File: config.mk
export PLATFORM = sky130hd
export DESIGN_NAME = layer_mac_scheduler
export DESIGN_NICKNAME = d
export VERILOG_FILES = /design/src/rtl/layer_mac_scheduler.sv
export SDC_FILE = /design/constraint.sdc
export NUM_CORES = 2
export LEC_CHECK = 0
export CAP_MARGIN = 10
export CORE_UTILIZATION = 33
export DETAILED_ROUTE_END_ITERATION = 6
export GPL_TIMING_DRIVEN = 0
export SYNTH_ARGS = -nofsm -noshare
export SYNTH_HDL_FRONTEND = slang
export SYNTH_SLANG_ARGS = --single-unit
File: constraint.sdc
create_clock -name clk -period 13.98 [get_ports clk]
set_input_delay 2.097 -clock clk [delete_from_list [all_inputs] [get_ports clk]]
set_output_delay 2.097 -clock clk [all_outputs]
set_load 0.01 [all_outputs]
File: src/rtl/layer_mac_scheduler.sv
// Time-multiplexed fully connected layer: one shared MAC walks NEURONS neurons of
// INPUTS inputs each, reading weights/biases from a synchronous ROM and streaming ReLU'd results.
module layer_mac_scheduler #(
    parameter int INPUTS  = 15,
    parameter int NEURONS = 32,
    parameter int DW      = 16,
    parameter int AW      = 10,
    parameter int SHIFT   = 0
) (
    input  logic                   clk,
    input  logic                   reset,
    input  logic                   in_valid,
    output logic                   in_ready,
    input  logic [INPUTS*DW-1:0]   in_vec,
    output logic                   w_rd_en,
    output logic [AW-1:0]          w_addr,
    input  logic signed [DW-1:0]   w_data,
    output logic                   out_valid,
    input  logic                   out_ready,
    output logic [DW-1:0]          out_data,
    output logic [9:0]             out_idx,
    output logic                   out_last,
    output logic                   busy,
    output logic                   done
);
    localparam int ACCW = 2*DW + 8;
    localparam int KW   = $clog2(INPUTS + 2);

    typedef enum logic [2:0] {S_IDLE, S_FETCH, S_BIAS, S_OUT, S_DONE} state_t;

    state_t                 state_q, state_d;
    logic [KW-1:0]          k_q, k_d;
    logic [9:0]             n_q, n_d;
    logic [AW-1:0]          addr_q, addr_d;
    logic signed [ACCW-1:0] acc_q, acc_d;
    logic [DW-1:0]          out_q, out_d;
    logic signed [DW-1:0]   act_q [INPUTS];
    logic signed [DW-1:0]   act_d [INPUTS];

    logic signed [2*DW-1:0] prod;
    logic signed [ACCW-1:0] acc_shifted;
    logic signed [ACCW:0]   biased;
    logic                   neg;
    logic                   over;

    // The activation buffer rotates once per MAC, so act_q[0] is always the
    // activation paired with the ROM word returning this cycle.
    assign prod        = act_q[0] * w_data;
    assign acc_shifted = acc_q >>> SHIFT;
    assign biased      = {acc_shifted[ACCW-1], acc_shifted}
                       + {{(ACCW+1-DW){w_data[DW-1]}}, w_data};
    assign neg         = biased[ACCW] || (biased == '0);
    assign over        = !biased[ACCW] && (|biased[ACCW-1:DW-1]);

    always_ff @(posedge clk) begin
        if (reset) begin
            state_q <= S_IDLE;
            k_q     <= '0;
            n_q     <= '0;
            addr_q  <= '0;
            acc_q   <= '0;
            out_q   <= '0;
            for (int i = 0; i < INPUTS; i++) begin
                act_q[i] <= '0;
            end
        end else begin
            state_q <= state_d;
            k_q     <= k_d;
            n_q     <= n_d;
            addr_q  <= addr_d;
            acc_q   <= acc_d;
            out_q   <= out_d;
            act_q   <= act_d;
        end
    end

    always_comb begin
        state_d = state_q;
        k_d     = k_q;
        n_d     = n_q;
        addr_d  = addr_q;
        acc_d   = acc_q;
        out_d   = out_q;
        act_d   = act_q;
        case (state_q)
            S_IDLE: begin
                if (in_valid) begin
                    for (int i = 0; i < INPUTS; i++) begin
                        act_d[i] = in_vec[i*DW +: DW];
                    end
                    k_d     = '0;
                    n_d     = '0;
                    addr_d  = '0;
                    state_d = S_FETCH;
                end
            end
            S_FETCH: begin
                // Read k is issued now; the word for read k-1 arrives now.
                if (k_q == '0) begin
                    acc_d = '0;
                end else begin
                    acc_d = acc_q + {{(ACCW-2*DW){prod[2*DW-1]}}, prod};
                    for (int i = 0; i < INPUTS-1; i++) begin
                        act_d[i] = act_q[i+1];
                    end
                    act_d[INPUTS-1] = act_q[0];
                end
                if (k_q == KW'(INPUTS)) begin
                    state_d = S_BIAS;
                end else begin
                    k_d    = k_q + 1'b1;
                    addr_d = addr_q + 1'b1;
                end
            end
            S_BIAS: begin
                out_d   = neg  ? '0 :
                          over ? {1'b0, {(DW-1){1'b1}}} : biased[DW-1:0];
                state_d = S_OUT;
            end
            S_OUT: begin
                if (out_ready) begin
                    if (n_q == 10'(NEURONS-1)) begin
                        state_d = S_DONE;
                    end else begin
                        n_d     = n_q + 1'b1;
                        k_d     = '0;
                        addr_d  = addr_q + 1'b1;
                        state_d = S_FETCH;
                    end
                end
            end
            S_DONE:  state_d = S_IDLE;
            default: state_d = S_IDLE;
        endcase
    end

    assign in_ready  = (state_q == S_IDLE);
    assign busy      = (state_q != S_IDLE);
    assign w_rd_en   = (state_q == S_FETCH);
    assign w_addr    = addr_q;
    assign out_valid = (state_q == S_OUT);
    assign out_data  = out_q;
    assign out_idx   = n_q;
    assign out_last  = (state_q == S_OUT) && (n_q == 10'(NEURONS-1));
    assign done      = (state_q == S_DONE);
endmodule

Word level (Yosys, flattened, before mapping)
Index checks and enable logic that the tools add are counted.
{"block": "totals", "register_bits": 324, "latchBits": 0, "ram_bits": 0, "romBits": 0, "input_bits": 260, "out_inout_bits": 42, "elab_cells": 79, "mem_count": 0}
{"block": "op_classes", "add_sub_neg": 5, "n_mul": 1, "n_div": 0, "magnitude_cmp": 0, "eq_ne": 12, "shifts": 0, "muxes": 24, "bitwise": 0, "reduce_logical": 16}
{"operator": "$mux 240", "n": 2}
{"operator": "$pmux 240 s2", "n": 1}
{"operator": "$mux 10", "n": 6}
{"operator": "$add 40x16->41", "n": 1}
{"operator": "$logic_not 41->1", "n": 1}
{"operator": "$add 40x40->40", "n": 1}
{"operator": "$mux 40", "n": 1}
{"operator": "$mul 16x16->32", "n": 1}
{"operator": "$mux 16", "n": 2}
{"operator": "$pmux 10 s3", "n": 1}
{"operator": "$reduce_or 25->1", "n": 1}
{"operator": "$add 10x1->10 const B", "n": 2}
{"operator": "$mux 5", "n": 4}
{"operator": "$pmux 10 s2", "n": 1}
{"operator": "$pmux 5 s3", "n": 1}
{"operator": "$mux 3", "n": 4}
{"operator": "$pmux 3 s4", "n": 1}
{"operator": "$eq 10x5->1 const B", "n": 1}
{"operator": "$ne 2x2->1 const B", "n": 4}
{"operator": "$eq 3x2->1 const B", "n": 2}
{"operator": "$reduce_and 3->1", "n": 2}
{"operator": "$reduce_bool 3->1", "n": 2}
{"operator": "$add 5x1->5 const B", "n": 1}
{"operator": "$eq 5x4->1 const B", "n": 1}
{"operator": "11 further kinds", "n": 14}

Longest topological paths before layout
{"block": "logic_depth", "depth_word": 5, "ltp_mapped": 37, "depth_no_buf": 36}

Worst setup path after synthesis
No wires, ideal clock.
{"block": "synth_path", "path_type": "input-to-reg", "startpoint": "input w_data[1]", "endpoint": "register acc_q[39]", "setup_ps": 122, "arrival_time_ps": 10717, "required_time_ps": 13858, "slack_ps": 3142, "path_stages": 31, "n_path_buf": 2, "cell_sequence": "clkbuf_1 nand2_1 inv_1 fa_1 fa_1 fa_1 fa_1 fa_1 inv_1 fa_1 inv_1 ha_1 or3_1 o211ai_1 a21boi_0 nor3_1 o21ai_1 mux2i_1 a2111oi_0 ha_1 clkbuf_1 a21oi_1 nor2b_1 o21ai_0 nand2b_1 a21oi_1 o21ai_0 a311oi_1 xor2_1 a21oi_1 mux2i_1"}
{"block": "synth_via", "elab_chain_cells": 3}
{"item": "start: declaration", "line": "17", "source": "input logic signed [DW-1:0] w_data,"}
{"item": "$mul 16x16->32", "line": "48", "source": "assign prod = act_q[0] * w_data;"}
{"item": "$add 40x40->40", "line": "102", "source": "acc_d = acc_q + {{(ACCW-2*DW){prod[2*DW-1]}}, prod};"}
{"item": "$mux 40", "line": "99", "source": "if (k_q == '0) begin"}
{"item": "end signal: assignment", "line": "61", "source": "acc_q <= '0;"}
{"item": "end signal: assignment", "line": "71", "source": "acc_q <= acc_d;"}
{"item": "end: declaration", "line": "35", "source": "logic signed [ACCW-1:0] acc_q, acc_d;"}
No other way between the ends.
A chain may end at the register's enable or synchronous reset.

Final worst setup path
Same ends and word-level chain as after synthesis.

==> results.md <==
- Crit path launch: w_data[1]
- # nets final: 4402
- Grt ovf: 0
- Library cells used by synthesis: 84
- Worst Path Required: 14.44 ns
- Finished Layout Cells: 4812
- Worst Setup Path Type: input pin to register
- Final core utilization: 0.404
- Core Region: 82200 sq um
- Crit path time final: 11.65 ns
- Placed Area: 31900 sq um
- Post-Synth XOR/XNOR Area: 0.0348
- Pwr dens: 279 nW/um^2
- Sum of negative setup slack: 0 ns
- CP most frequent cell: fa_1
- Main combinational cell family by area after synthesis: adder cells
- # Post-CTS Setup Buffers: 0
- Die Y: 290 um
- Worst r2r src: act_q[239]
- Vias: 25000
- Share of cells above drive strength 1: 0.0292
- Slew Limit Fails: 0
- Flop pwr share: 0.123
- Setup violations, final: 0
- Post-synth ARST share: 0
- First-pass GRT wire length: 141000 um
- GRT Total Usage: 0.214
- Highest Clock Rate: 85.9 MHz
- Clock power frac: 0.116
- Leakage power total: 14.3 nW
- Comb power frac: 0.761
- Root Driver: clkbuf_16
- Max-Cap Viols: 0
- Final Worst Setup Slack: 2.33 ns
- Reg area: 6490 sq um
- Placed insts: 4738
- Warnings, synthesis: 0
- Drt first pass iters: 5
- H-Tree Depth: 2
- CP arrival: 12.10 ns
- DRC errors left: 0
- Clk sinks: 324
- Compound-Gate Fraction of Synth Area: 0.171
- Top FF cell, synth: dfxtp_1
- Simple-gate portion of the synthesized area: 0.212
- Adder-Cell Fraction of Synth Area: 0.269
- Io pins: 302
- Seq/Total Area, Yosys: 0.236
- Max Buffers Root-to-Sink: 3
- Final wirelength: 92000 um
- Filler cell count: 8484
- Antenna violations before repair: 20
- Mapped Nets: 4057
- Reg clk slew, reported paths: 0.05 ns
- Max VDD drop: 0.364 mV
- Post-DP HPWL: 75000 um
- Critical-path top delay cell: fa_1
- Pin count of the biggest net entering global routing: 31
- Hold slack: 0.446 ns
- Initial Util: 0.334
- Total Power: 9.25 mW
- Worst path max stage delay: 1.02 ns
- CP max FO: 10
- GPL Wtd Cong: 0.928
- Average size of a mapped cell: 8.16 sq um
- Mapped Area: 27500 sq um
- Initial DRC count: 1450
- Post-synth EDFFs: 0
- Place WS: 1.82 ns
- TritonCTS clock tree: built
- Number of global-route vias before repair: 24500
- Power Internal: 4.64 mW
- Sw Pwr: 4.61 mW
- Hold-fix buffers, CTS: 0
- Hold Path Class: register to register
- IO buf count: 300
- Multi-input gate area: 19000 sq um
- Slew margin rel.: 0.203
- Routed len/inst: 19.1 um
- Least-Margin Pin Slew: 1.20 ns
- Post-CTS Resized: 0
- Seq cells post-synth: 324
- Hold Crit Start: out_data[1]
- Number of placement rows: 105
- Mux contribution to synthesized area: 0.00442
- Type of origin of the critical path: input pin
- DR vias/cell: 5.20
- Routed Antenna Nets: 0
- Design Area, Final: 33200 sq um
- Crit end category: register
- RSZ-0062 raised after global routing: no
- Clk Latency, worst-skew pair: 0.59 ns
- Die Width: 290 um
- Synthesis-to-finish area growth: 20.8%
- Fin Clk Skew: 0.0312 ns
- Outcome: completed
- Die ar.: 84400 sq um
- Fin crit share: 0.833
- Final Hold Vio Count: 0
- Post-Syn Instances: 3365
- Switching Share: 0.499
- CTS buffer count: 40
routing by layer:
metal	GRT usage	share of wire	vias up	routed length, um
li1	-	-	12000	-
met1	0.270	0.42	12100	38800
met2	0.358	0.47	716	43300
met3	0.0536	0.075	158	6900
met4	0.0661	0.031	30	2810
met5	0	0.0022	-	203
power by group through the flow:
| stage | sequential [mW] | combinational (mW) | clock (mW) |
|---|---|---|---|
| floorplan | 1.12 | 5.32 | 0 |
| global placement | 1.17 | 6.45 | 0 |
| detailed placement | 1.16 | 7.01 | 0 |
| CTS | 1.14 | 7.04 | 1.08 |
| global route | 1.15 | 7.91 | 1.13 |
| finish | 1.14 | 7.04 | 1.07 |
final timing paths:
kind | to | slack (ns) | cells past startpoint
worst max-delay path | acc_q[39] | 2.33 | 32
worst min-delay path | out_data[1] | 0.45 | 2
worst max register to register | acc_q[39] | 3.71 | 32
worst min register to register | out_data[1] | 0.45 | 2
kinds of logic (layout without fill, tap and decap cells):
kind of cell / Yosys count / count (layout)
flops: 324 / 324
other cells: 0 / 3
simple gates: 1350 / 1350
buf+inv: 524 / 898
xor+xnor: 109 / 109
fa+ha+maj: 432 / 432
mux: 12 / 12
compound gates: 614 / 614
flip-flops by register name (all words and copies together), names as in the netlist:
name and flops:
act_q 240, acc_q 40, out_data 16, out_idx 10, w_addr 10, k_q 5, state_q 3
cell usage after synthesis, drive strengths merged, types with 32 or more instances:
cell type  number  area share
fa            264        0.19
a21oi         104       0.019
nand2b         32      0.0073
nor2          380       0.052
xor2           40       0.013
o21ai          64       0.012
a21o           43       0.012
a22oi          38       0.012
nand2         674       0.092
xnor2          69       0.022
a311oi        241       0.077
and2          137       0.031
inv           319       0.044
ha            168       0.077
clkbuf        185       0.025
dfxtp         324        0.24
layout make-up:
cell class,count,area share
sequential,324,0.195
buffer,205,0.0238
inverter,319,0.0361
antenna,3,0.000226
tap,1070,0.0403
clock inverter,18,0.00686
multi-input combinational,2517,0.573
clock buffer,53,0.0328
timing repair buffer,303,0.0916
cells in the final DEF (no fill, tap or decap), types with 27 or more instances in the layout:
cell type / Yosys / routed
o21ai_0: 58 / 58
xor2_1: 40 / 40
a21o_1: 43 / 43
and2_1: 136 / 136
dfxtp_1: 324 / 324
a22oi_1: 28 / 28
a311oi_1: 241 / 241
clkdlybuf4s50_1: 0 / 299
nand2b_1: 32 / 32
nand2_1: 674 / 674
a21oi_1: 103 / 103
fa_1: 264 / 264
inv_1: 317 / 317
clkbuf_1: 185 / 194
ha_1: 168 / 168
clkbuf_16: 0 / 40
nand3_1: 27 / 27
nor2_1: 380 / 380
xnor2_1: 69 / 69
worst max-delay path, delay by kind of cell:
kind / cells / cell delay [ns]
fa+ha+maj: 8 / 4.30
mux: 2 / 0.25
xor+xnor: 1 / 0.12
compound gates: 10 / 2.52
buf+inv: 6 / 1.73
simple gates: 5 / 1.06
No activity file was read; power rests on OpenSTA's default activity.
